`config.mk`:
```
export PLATFORM = sky130hd
export DESIGN_NAME = var_node_serial
export DESIGN_NICKNAME = d
export VERILOG_FILES = /design/src/rtl/var_node_serial.sv
export SDC_FILE = /design/constraint.sdc
export NUM_CORES = 1
export LEC_CHECK = 0
export ABC_CLOCK_PERIOD_IN_PS = 10300
export BUFFER_PORTS_ARGS = -buffer_cell sky130_fd_sc_hd__buf_2
export CORE_AREA = 10 10 88 167
export DETAILED_ROUTE_END_ITERATION = 10
export DIE_AREA = 0 0 98 177
export GPL_TIMING_DRIVEN = 0
export PLACE_DENSITY_LB_ADDON = 0.1
export SETUP_SLACK_MARGIN = 0.02
export SYNTH_ARGS = -nofsm -noshare
export SYNTH_HDL_FRONTEND = slang
export SYNTH_SLANG_ARGS = --single-unit
```
`constraint.sdc`:
```
create_clock -name clk -period 10.3 [get_ports clk]
set_input_delay 0.515 -clock clk [delete_from_list [all_inputs] [get_ports clk]]
set_output_delay 0.515 -clock clk [all_outputs]
set_load 0.01 [all_outputs]
```
`src/rtl/var_node_serial.sv`:
```
// Serial min-sum LDPC variable node: collects DEG check messages plus the channel LLR,
// then streams DEG saturated extrinsic messages (total minus own input) and a hard decision.
module var_node_serial #(
  parameter int INT  = 8,
  parameter int FRAC = 8,
  parameter int DEG  = 3,
  localparam int W   = INT + FRAC
) (
  input  logic         clk,
  input  logic         rst,
  input  logic         start,
  input  logic [W-1:0] llr_in,
  input  logic         in_valid,
  input  logic [W-1:0] in_msg,
  output logic         in_ready,
  output logic         out_valid,
  output logic [W-1:0] out_msg,
  input  logic         out_ready,
  output logic         decision,
  output logic         decision_valid,
  output logic         busy
);

  localparam int A  = W + $clog2(DEG + 1);
  localparam int IW = $clog2(DEG);
  localparam logic [IW-1:0] LAST = IW'(DEG - 1);
  localparam logic signed [A-1:0] SAT_MAX = {{(A-W+1){1'b0}}, {(W-1){1'b1}}};
  localparam logic signed [A-1:0] SAT_MIN = -SAT_MAX;

  typedef enum logic [1:0] {IDLE, COLLECT, EMIT} state_t;

  state_t                state_q, state_d;
  logic [IW-1:0]         idx_q, idx_d;
  logic signed [A-1:0]   acc_q, acc_d;
  logic [W-1:0]          buf_q [DEG];
  logic [W-1:0]          buf_d [DEG];
  logic                  decision_q, decision_d;
  logic                  dv_q, dv_d;
  logic signed [A-1:0]   diff;
  logic signed [A-1:0]   sat_val;

  function automatic logic signed [A-1:0] sext(input logic [W-1:0] v);
    return {{(A-W){v[W-1]}}, v};
  endfunction

  // NOTE: every always_comb output gets a default first so no path can infer a latch.
  always_comb begin
    state_d    = state_q;
    idx_d      = idx_q;
    acc_d      = acc_q;
    buf_d      = buf_q;
    decision_d = decision_q;
    dv_d       = 1'b0;
    case (state_q)
      IDLE: begin
        if (start) begin
          acc_d   = sext(llr_in);
          idx_d   = '0;
          state_d = COLLECT;
        end
      end
      COLLECT: begin
        if (in_valid) begin
          buf_d[idx_q] = in_msg;
          acc_d        = acc_q + sext(in_msg);
          if (idx_q == LAST) begin
            idx_d      = '0;
            state_d    = EMIT;
            decision_d = acc_d[A-1];
            dv_d       = 1'b1;
          end else begin
            idx_d = idx_q + 1'b1;
          end
        end
      end
      EMIT: begin
        if (out_ready) begin
          if (idx_q == LAST) begin
            idx_d   = '0;
            state_d = IDLE;
          end else begin
            idx_d = idx_q + 1'b1;
          end
        end
      end
      default: state_d = IDLE;
    endcase
  end

  // Extrinsic output is purely a function of registered state, so it is stable under backpressure.
  always_comb begin
    diff = acc_q - sext(buf_q[idx_q]);
    if (diff > SAT_MAX)      sat_val = SAT_MAX;
    else if (diff < SAT_MIN) sat_val = SAT_MIN;
    else                     sat_val = diff;
  end

  // NOTE: sequential state is updated only with non-blocking assignments to avoid simulation races.
  always_ff @(posedge clk or posedge rst) begin
    if (rst) begin
      state_q    <= IDLE;
      idx_q      <= '0;
      acc_q      <= '0;
      decision_q <= 1'b0;
      dv_q       <= 1'b0;
      // NOTE: the message buffer is small and must read as zero after reset, so it is reset explicitly.
      for (int i = 0; i < DEG; i++) buf_q[i] <= '0;
    end else begin
      state_q    <= state_d;
      idx_q      <= idx_d;
      acc_q      <= acc_d;
      decision_q <= decision_d;
      dv_q       <= dv_d;
      for (int i = 0; i < DEG; i++) buf_q[i] <= buf_d[i];
    end
  end

  assign in_ready       = (state_q == COLLECT);
  assign out_valid      = (state_q == EMIT);
  assign busy           = (state_q != IDLE);
  assign out_msg        = (state_q == EMIT) ? sat_val[W-1:0] : '0;
  assign decision       = decision_q;
  assign decision_valid = dv_q;

endmodule

```
# == Word level (Yosys, flattened, before mapping) ==
# Index checks and enable logic that the tools add are counted.
# word_totals
register_bits,72
input_bits,37
output_inout_bits,21
word_cells,60
# classes
n_addsub,3
order_cmp,4
n_eq_ne,8
mux,26
bitwise_logic,1
n_reduce_logical,10
# ops
op,n
$mux W16,6
$bwmux W48,1
$mux W18,2
$pmux W18 S2,1
$bmux W16 S2,1
$demux W16 S2,1
$add A18 B16 Y18,1
$gt A18 B16 Y1 const B,1
$lt A18 B16 Y1 const B,1
$mux W2,9
$sub A18 B16 Y18,1
$pmux W2 S3,2
$ne A2 B1 Y1 const B,3
$reduce_and A3 Y1,2
$reduce_and A5 Y1,1
$eq A2 B2 Y1 const B,2
$ne A2 B2 Y1 const B,2
$reduce_and A4 Y1,1
$reduce_bool A2 Y1,2
$ge A3 B3 Y1 const B,1
$lt A3 B1 Y1 const B,1
$mux W1,3
$not A2 Y3,1
$reduce_bool A3 Y1,1
other kinds (5),5

# == Longest topological paths before layout ==
# Gate-level depths: netlist of run 1.
# logic_depth
depth_word,9
depth_mapped,18
depth_no_buf,15

# == Worst setup path after synthesis of run 1 ==
# No wires, ideal clock.
# synth_path
path_kind,reg-to-output
startpoint,register idx_q[0]
endpoint,output port out_msg[1]
arrival_time_ns,4.268
t_required_ns,9.785
setup_slack_ns,5.517
stages_incl_launch_ff,17
path_buffers,3
path_cell_list,dfrtp_1 -> buf_1 -> clkbuf_1 -> mux2i_1 -> o21ai_0 -> ha_1 -> inv_1 -> fa_1 -> a21o_1 -> a221oi_2 -> o21ai_1 -> a211oi_1 -> o31a_1 -> xnor2_1 -> buf_2 -> nand3_2 -> a2111oi_0
# synth_via
elab_chain_cells,9
elab_cells_between_ends,10
classes_between,1 x add/sub; 2 x order compare; 6 x mux; 1 x bitwise
# synth_rtl
item,line,text
"start, declared",33,"logic [IW-1:0] idx_q, idx_d;"
"start signal, assigned",110,idx_q <= idx_d;
$not A2 Y3 (not written as such) (*),92,diff = acc_q - sext(buf_q[idx_q]);
$bmux W16 S2 (*),92,
$mux W16 (not written as such) (*) (2 in a row),92,
$sub A18 B16 Y18 (*),92,
$lt A18 B16 Y1,94,else if (diff < SAT_MIN) sat_val = SAT_MIN;
$mux W16,94,
$mux W16 (*),93,if (diff > SAT_MAX) sat_val = SAT_MAX;
$mux W16 (*),121,assign out_msg = (state_q == EMIT) ? sat_val[W-1:0] : '0;
"end, declared",17,"output logic [W-1:0] out_msg,"
# Every way passes the cells marked *; elsewhere a longest branch is shown, timed or not. The select of a mux whose other input is x is not followed.

# == Worst setup path in the final report of run 1 ==
# Same ends and word-level chain as after synthesis.

==> results of run 1 <==
==> cell type report <==
class	instances	area share, %
plain buffers	24	1.50
clock buffers	9	3.65
clock inverters	7	1.92
flip-flops and latches	72	29.2
well taps	147	2.98
inverters	24	1.50
multi-input cells	452	54.2
repair buffers	58	5.06
==> worst max-delay path, delay by kind of cell (launching register included) <==
| kind | cells | cell delay (ps) |
|---|---|---|
| flops | 1 | 400 |
| fa+ha+maj | 2 | 600 |
| simple gates | 1 | 140 |
| mux | 1 | 150 |
| buf+inv | 5 | 1750 |
| compound gates | 7 | 2090 |
| xor+xnor | 1 | 150 |
==> cells by family after synthesis <==
kind of cell	count (synthesis)
and+or+nand+nor	158
AOI/OAI and AO/OA	146
muxes	80
DFF	72
buffers and inverters	48
adders and majority gates	41
xor gates and xnor gates	27
==> final timing paths <==
kind / from / endpoint / slack, ps
min: rst / acc_q[13]$_DFFE_PP0P_ / 70
max reg2reg: acc_q[1]$_DFFE_PP0P_ / decision$_DFFE_PP0P_ / 6690
min in group clk: in_msg[2] / buf_q[18]$_DFFE_PP0P_ / 460
max: idx_q[0]$_DFFE_PP0P_ / out_msg[1] / 4150
min reg2reg: buf_q[15]$_DFFE_PP0P_ / buf_q[15]$_DFFE_PP0P_ / 480
max in group asynchronous: rst / buf_q[19]$_DFFE_PP0P_ / 9690
==> placed cells by master, fill, tap and decap left out, types with 13 or more instances in the layout <==
cell,synthesis,routed
a21oi_1,35,35
a31oi_1,13,13
buf_2,2,59
clkbuf_1,20,20
dfrtp_1,72,72
ha_1,39,39
inv_1,24,23
mux2_2,46,46
mux2i_1,34,34
nand2_1,41,41
nand3_1,15,15
nor2_1,46,46
o21ai_0,36,36
xnor2_1,23,23
==> state kept, by name (all words and copies together) (netlist names) <==
signal	flops
buf_q	48
decision	1
idx_q	2
state_q	2
acc_q	18
decision_valid	1
==> routing by layer <==
layer / GRT usage (%) / wire [um]
met1: 18.4 / 5990
met2: 33.2 / 8520
met3: 3.25 / 519
met4: 7.13 / 415
met5: 0 / 0
==> stage by stage <==
| stage | cells | setup slack (ps) | util, % | hold WS [ps] | instance area (um^2) |
|---|---|---|---|---|---|
| 5_1_grt | 793 | 3720 | 51.3 | 66.9 | 6180 |
| 2_1_floorplan | 572 | 5520 | - | 450 | 5330 |
| 4_1_cts | 793 | 4180 | 51.3 | 67.8 | 6180 |
| 3_5_place_dp | 777 | 4550 | 48.4 | 430 | 5830 |
| 3_3_place_gp | 776 | 4630 | 48.1 | 464 | 5800 |
| 6_report | 793 | 4150 | 51.3 | 70.8 | 6180 |
==> impl_metrics.json, run 1 <==
{
  "grt_pass1_vias": 4979,
  "portBuffers": 57,
  "synthAdderAreaFrac_pct": 9.90,
  "multi_input_area_um2": 3350,
  "rows": 57,
  "cp.required_ps": 9790,
  "grt_overflow": 0,
  "clock.fmax_mhz": 163,
  "wl_per_cell_um": 19.5,
  "path_class": "reg2out",
  "fin_setup_tns_ps": 0,
  "synth_nets": 650,
  "rsz0062_at_grt": "no",
  "end_kind": "output pin",
  "via_count": 4642,
  "yosysTopAreaCell": "dfrtp_1",
  "cts-root-buf": "clkbuf_16",
  "grt_antenna_before_repair": 0,
  "drive_above_1_share_pct": 21.2,
  "dieArea_um2": 17300,
  "drc": 0,
  "ff_latch_area_um2": 1800,
  "core-area_um2": 12100,
  "grt_max_degree": 65,
  "clock_sinks": 72,
  "r2r_cells": 10,
  "clkLatencyLatePin_ps": 340,
  "h-tree-depth": 3,
  "dieWidth_um": 98,
  "path_clk_slew_ps": 60,
  "postCtsSetupBuffers": 0,
  "die_h_um": 177,
  "clk_path_buf_depth": 2,
  "synthSimpleGateAreaFrac_pct": 14.7,
  "synth_top_family_by_area": "compound AO/OA/AOI/OAI gates",
  "ys_types": 62,
  "yosysSeqAreaShare_pct": 33.8,
  "relSlewSlack_pct": 43.4,
  "synth_top_flop_cell": "dfrtp_1",
  "start_util_pct": 44.3,
  "fillerInstances": 1165,
  "drv_slew": 0,
  "grt_usage_pct": 17.6,
  "slowest_stage": "clkbuf_1",
  "setup-violations-final": 0,
  "finalCritPeriodShare_pct": 59.7,
  "cpPeakStageDelay_ps": 660,
  "drt-pass1-iter-count": 6,
  "syn_inst": 572,
  "hold_class": "in2async",
  "ios": 58,
  "synthArstFlopShare_pct": 100,
  "nets": 719,
  "worstPathArrival_ps": 5630,
  "tritoncts": "built",
  "synth_warnings": 0,
  "synthMuxAreaShare_pct": 16.1,
  "cp-start-kind": "register",
  "worstPathCellList": "buf_1 -> clkbuf_1 -> mux2i_1 -> o21ai_0 -> ha_1 -> inv_1 -> fa_1 -> a21o_1 -> a221oi_2 -> o21ai_1 -> a211oi_1 -> o31a_1 -> xnor2_1 -> buf_2 -> nand3_2 -> a2111oi_0 -> buf_2",
  "synth_top_cells_by_count": "72 x dfrtp_1, 46 x mux2_2, 46 x nor2_1",
  "crit_fanout": 10,
  "syn_area_um2": 5330,
  "max-cap-violations": 0,
  "tightestPinTransition_ps": 849,
  "synth-edff-count": 0,
  "antenna_left": 0,
  "crit_path_frequent_cell": "buf_2",
  "area_delta_synth_final_pct": 15.8,
  "yosys.area.top_type_share_pct": 33.8,
  "synth_compound_area_share_pct": 17.7,
  "vias_per_cell": 5.85,
  "place_hpwl_mm": 12.3,
  "yosysMostFrequentCell": "dfrtp_1",
  "cts_resized": 0,
  "hold_buffers": 0,
  "ys_ff_latch": 72,
  "run_status": "finished clean",
  "hold_violations": 0,
  "wl_mm": 15.4,
  "syn_area_per_cell_um2": 9.32,
  "fin_worst_skew_ps": 7.24,
  "drt_iter0_drc": 205,
  "grt_pass1_wl_mm": 24.9,
  "finalCriticalPeriod_ps": 6150,
  "gp_congestion": 0.902,
  "cts_buffers": 9,
  "synth_xor_area_share_pct": 4.43,
  "n_antenna_cell": 0,
  "synth_area_leaders": "dfrtp_1 34%, mux2_2 9.7%, ha_1 9.1%"
}
Power of run 1 is left out: the tool's default activity adds up to more than one toggle a clock period on the data nets, which glitch-free logic cannot reach.
==> run 2, diff against run 1 <==
--- a/config.mk
+++ b/config.mk
@@ -5,7 +5,7 @@
 export SDC_FILE = /design/constraint.sdc
 export NUM_CORES = 1
 export LEC_CHECK = 0
-export ABC_CLOCK_PERIOD_IN_PS = 10300
+export ABC_CLOCK_PERIOD_IN_PS = 6100
 export BUFFER_PORTS_ARGS = -buffer_cell sky130_fd_sc_hd__buf_2
 export CORE_AREA = 10 10 88 167
 export DETAILED_ROUTE_END_ITERATION = 10
==> constraint.sdc (replaced) <==
create_clock -name clk -period 6.1 [get_ports clk]
set_input_delay 0.305 -clock clk [delete_from_list [all_inputs] [get_ports clk]]
set_output_delay 0.305 -clock clk [all_outputs]
set_load 0.01 [all_outputs]
==> impl_metrics.json, run 2 (same netlist as run 1, synthesis figures left out) <==
{
  "cpPeakStageDelay_ps": 550,
  "path_class": "reg2out",
  "largest-register": "buf_q",
  "finalCriticalPeriod_ps": 5680,
  "worstSetupEndpoint": "out_msg[1]",
  "clkLatencyLatePin_ps": 340,
  "drt_iter0_drc": 229,
  "rsz0062_at_grt": "no",
  "nets": 720,
  "finalCritPeriodShare_pct": 93.1,
  "tightestPinTransition_ps": 838,
  "dp.cells": 777,
  "drt-pass1-iter-count": 4,
  "ios": 58,
  "cts_buffers": 9,
  "drive_above_1_share_pct": 21.3,
  "final_common_cell": "dfrtp_1",
  "antenna_left": 0,
  "reg2reg_from": "acc_q[1]$_DFFE_PP0P_",
  "core-area_um2": 12100,
  "cp_num_cells": 17,
  "clock.fmax_mhz": 176,
  "hold_class": "in2reg",
  "gp_congestion": 0.902,
  "die_h_um": 177,
  "fin_worst_skew_ps": 7.41,
  "cp-start-kind": "register",
  "final_cell_mix": "72 x dfrtp_1, 59 x buf_2, 46 x nor2_1, 46 x mux2_2, 41 x nand2_1",
  "via_count": 4607,
  "r2r_end": "decision$_DFFE_PP0P_",
  "tritoncts": "built",
  "wl_mm": 15.3,
  "vias_per_cell": 5.80,
  "fin_ws_ps": 422,
  "grt_max_degree": 65,
  "crit_fanout": 10,
  "worstPathCellList": "buf_1 -> clkbuf_2 -> mux2i_1 -> o21ai_0 -> ha_1 -> inv_1 -> fa_1 -> a21o_1 -> a221oi_2 -> o21ai_1 -> a211oi_1 -> o31a_1 -> xnor2_1 -> buf_2 -> nand3_2 -> a2111oi_0 -> buf_2",
  "relSlewSlack_pct": 44.1,
  "largest_reg_flops": 48,
  "grt_usage_pct": 17.6,
  "postCtsSetupBuffers": 0,
  "crit_path_frequent_cell": "buf_2",
  "hold_violations": 0,
  "path_delay_family": "compound AO/OA/AOI/OAI gates",
  "max-cap-violations": 0,
  "clock_sinks": 72,
  "fin_util_pct": 51.3,
  "fin_setup_tns_ps": 0,
  "wl_per_cell_um": 19.3,
  "fin_cells": 794,
  "fillerInstances": 1164,
  "worstPathArrival_ps": 5370,
  "slowest_stage": "buf_1",
  "ff_latch_area_um2": 1800,
  "grt_overflow": 0,
  "clk_path_buf_depth": 2,
  "cp_num_buf_inv": 5,
  "area_delta_synth_final_pct": 16.0,
  "grt_pass1_wl_mm": 24.9,
  "r2r_cells": 10,
  "portBuffers": 57,
  "reg2reg_slack_ps": 2440,
  "dieWidth_um": 98,
  "worstSetupStartpoint": "idx_q[0]$_DFFE_PP0P_",
  "cp.required_ps": 5790,
  "rows": 57,
  "multi_input_area_um2": 3350,
  "n_antenna_cell": 0,
  "start_util_pct": 44.3,
  "drv_slew": 0,
  "path_clk_slew_ps": 60,
  "place_hpwl_mm": 12.3,
  "setup-violations-final": 0,
  "run_status": "finished clean",
  "end_kind": "output pin",
  "cts-root-buf": "clkbuf_16",
  "grt_antenna_before_repair": 0,
  "drc": 0,
  "top_regs": "buf_q x48, acc_q x18",
  "h-tree-depth": 3,
  "dp_slack_ps": 564,
  "grt_pass1_vias": 4985,
  "dieArea_um2": 17300
}
==> run 2: worst min path at each step <==
stage	from	end	slack (ps)	cells after the start
3_5_place_dp	rst	buf_q[29]$_DFFE_PP0P_	220	2
4_1_cts	in_msg[2]	buf_q[18]$_DFFE_PP0P_	240	2
6_report	in_msg[0]	buf_q[16]$_DFFE_PP0P_	250	2
3_3_place_gp	buf_q[31]$_DFFE_PP0P_	buf_q[31]$_DFFE_PP0P_	460	2
5_1_grt	in_msg[4]	buf_q[36]$_DFFE_PP0P_	250	2
2_1_floorplan	buf_q[17]$_DFFE_PP0P_	buf_q[17]$_DFFE_PP0P_	450	2
==> run 2: layout make-up <==
cell class | count | share of cell area, %
clock buffers | 9 | 3.64
plain buffers | 24 | 1.52
flip-flops and latches | 72 | 29.1
repair buffers | 59 | 5.22
multi-input cells | 452 | 54.1
clock inverters | 7 | 1.92
inverters | 24 | 1.50
well taps | 147 | 2.97
==> run 2: stage by stage <==
stage,hold WS (ps),instance area [um^2]
after CTS,243,6190
after detailed placement,220,5830
after global routing,252,6190
after global placement,464,5800
after floorplan,450,5330
final,251,6190
==> run 2: routing by layer <==
| metal | track usage, % | up-vias | routed length (um) |
|---|---|---|---|
| met5 | 0 | - | 0 |
| met4 | 7.13 | 0 | 434 |
| met3 | 3.25 | 29 | 523 |
| met2 | 33.2 | 93 | 8490 |
| met1 | 18.4 | 2228 | 5900 |
| li1 | - | 2257 | - |
==> run 2: timing repair <==
item,CTS,global route
resized for setup,0,3
endpoints found under the hold margin,8,0
hold buffers,1,0
setup endpoints to repair,0,15
Power of run 2 is left out for the same reason.
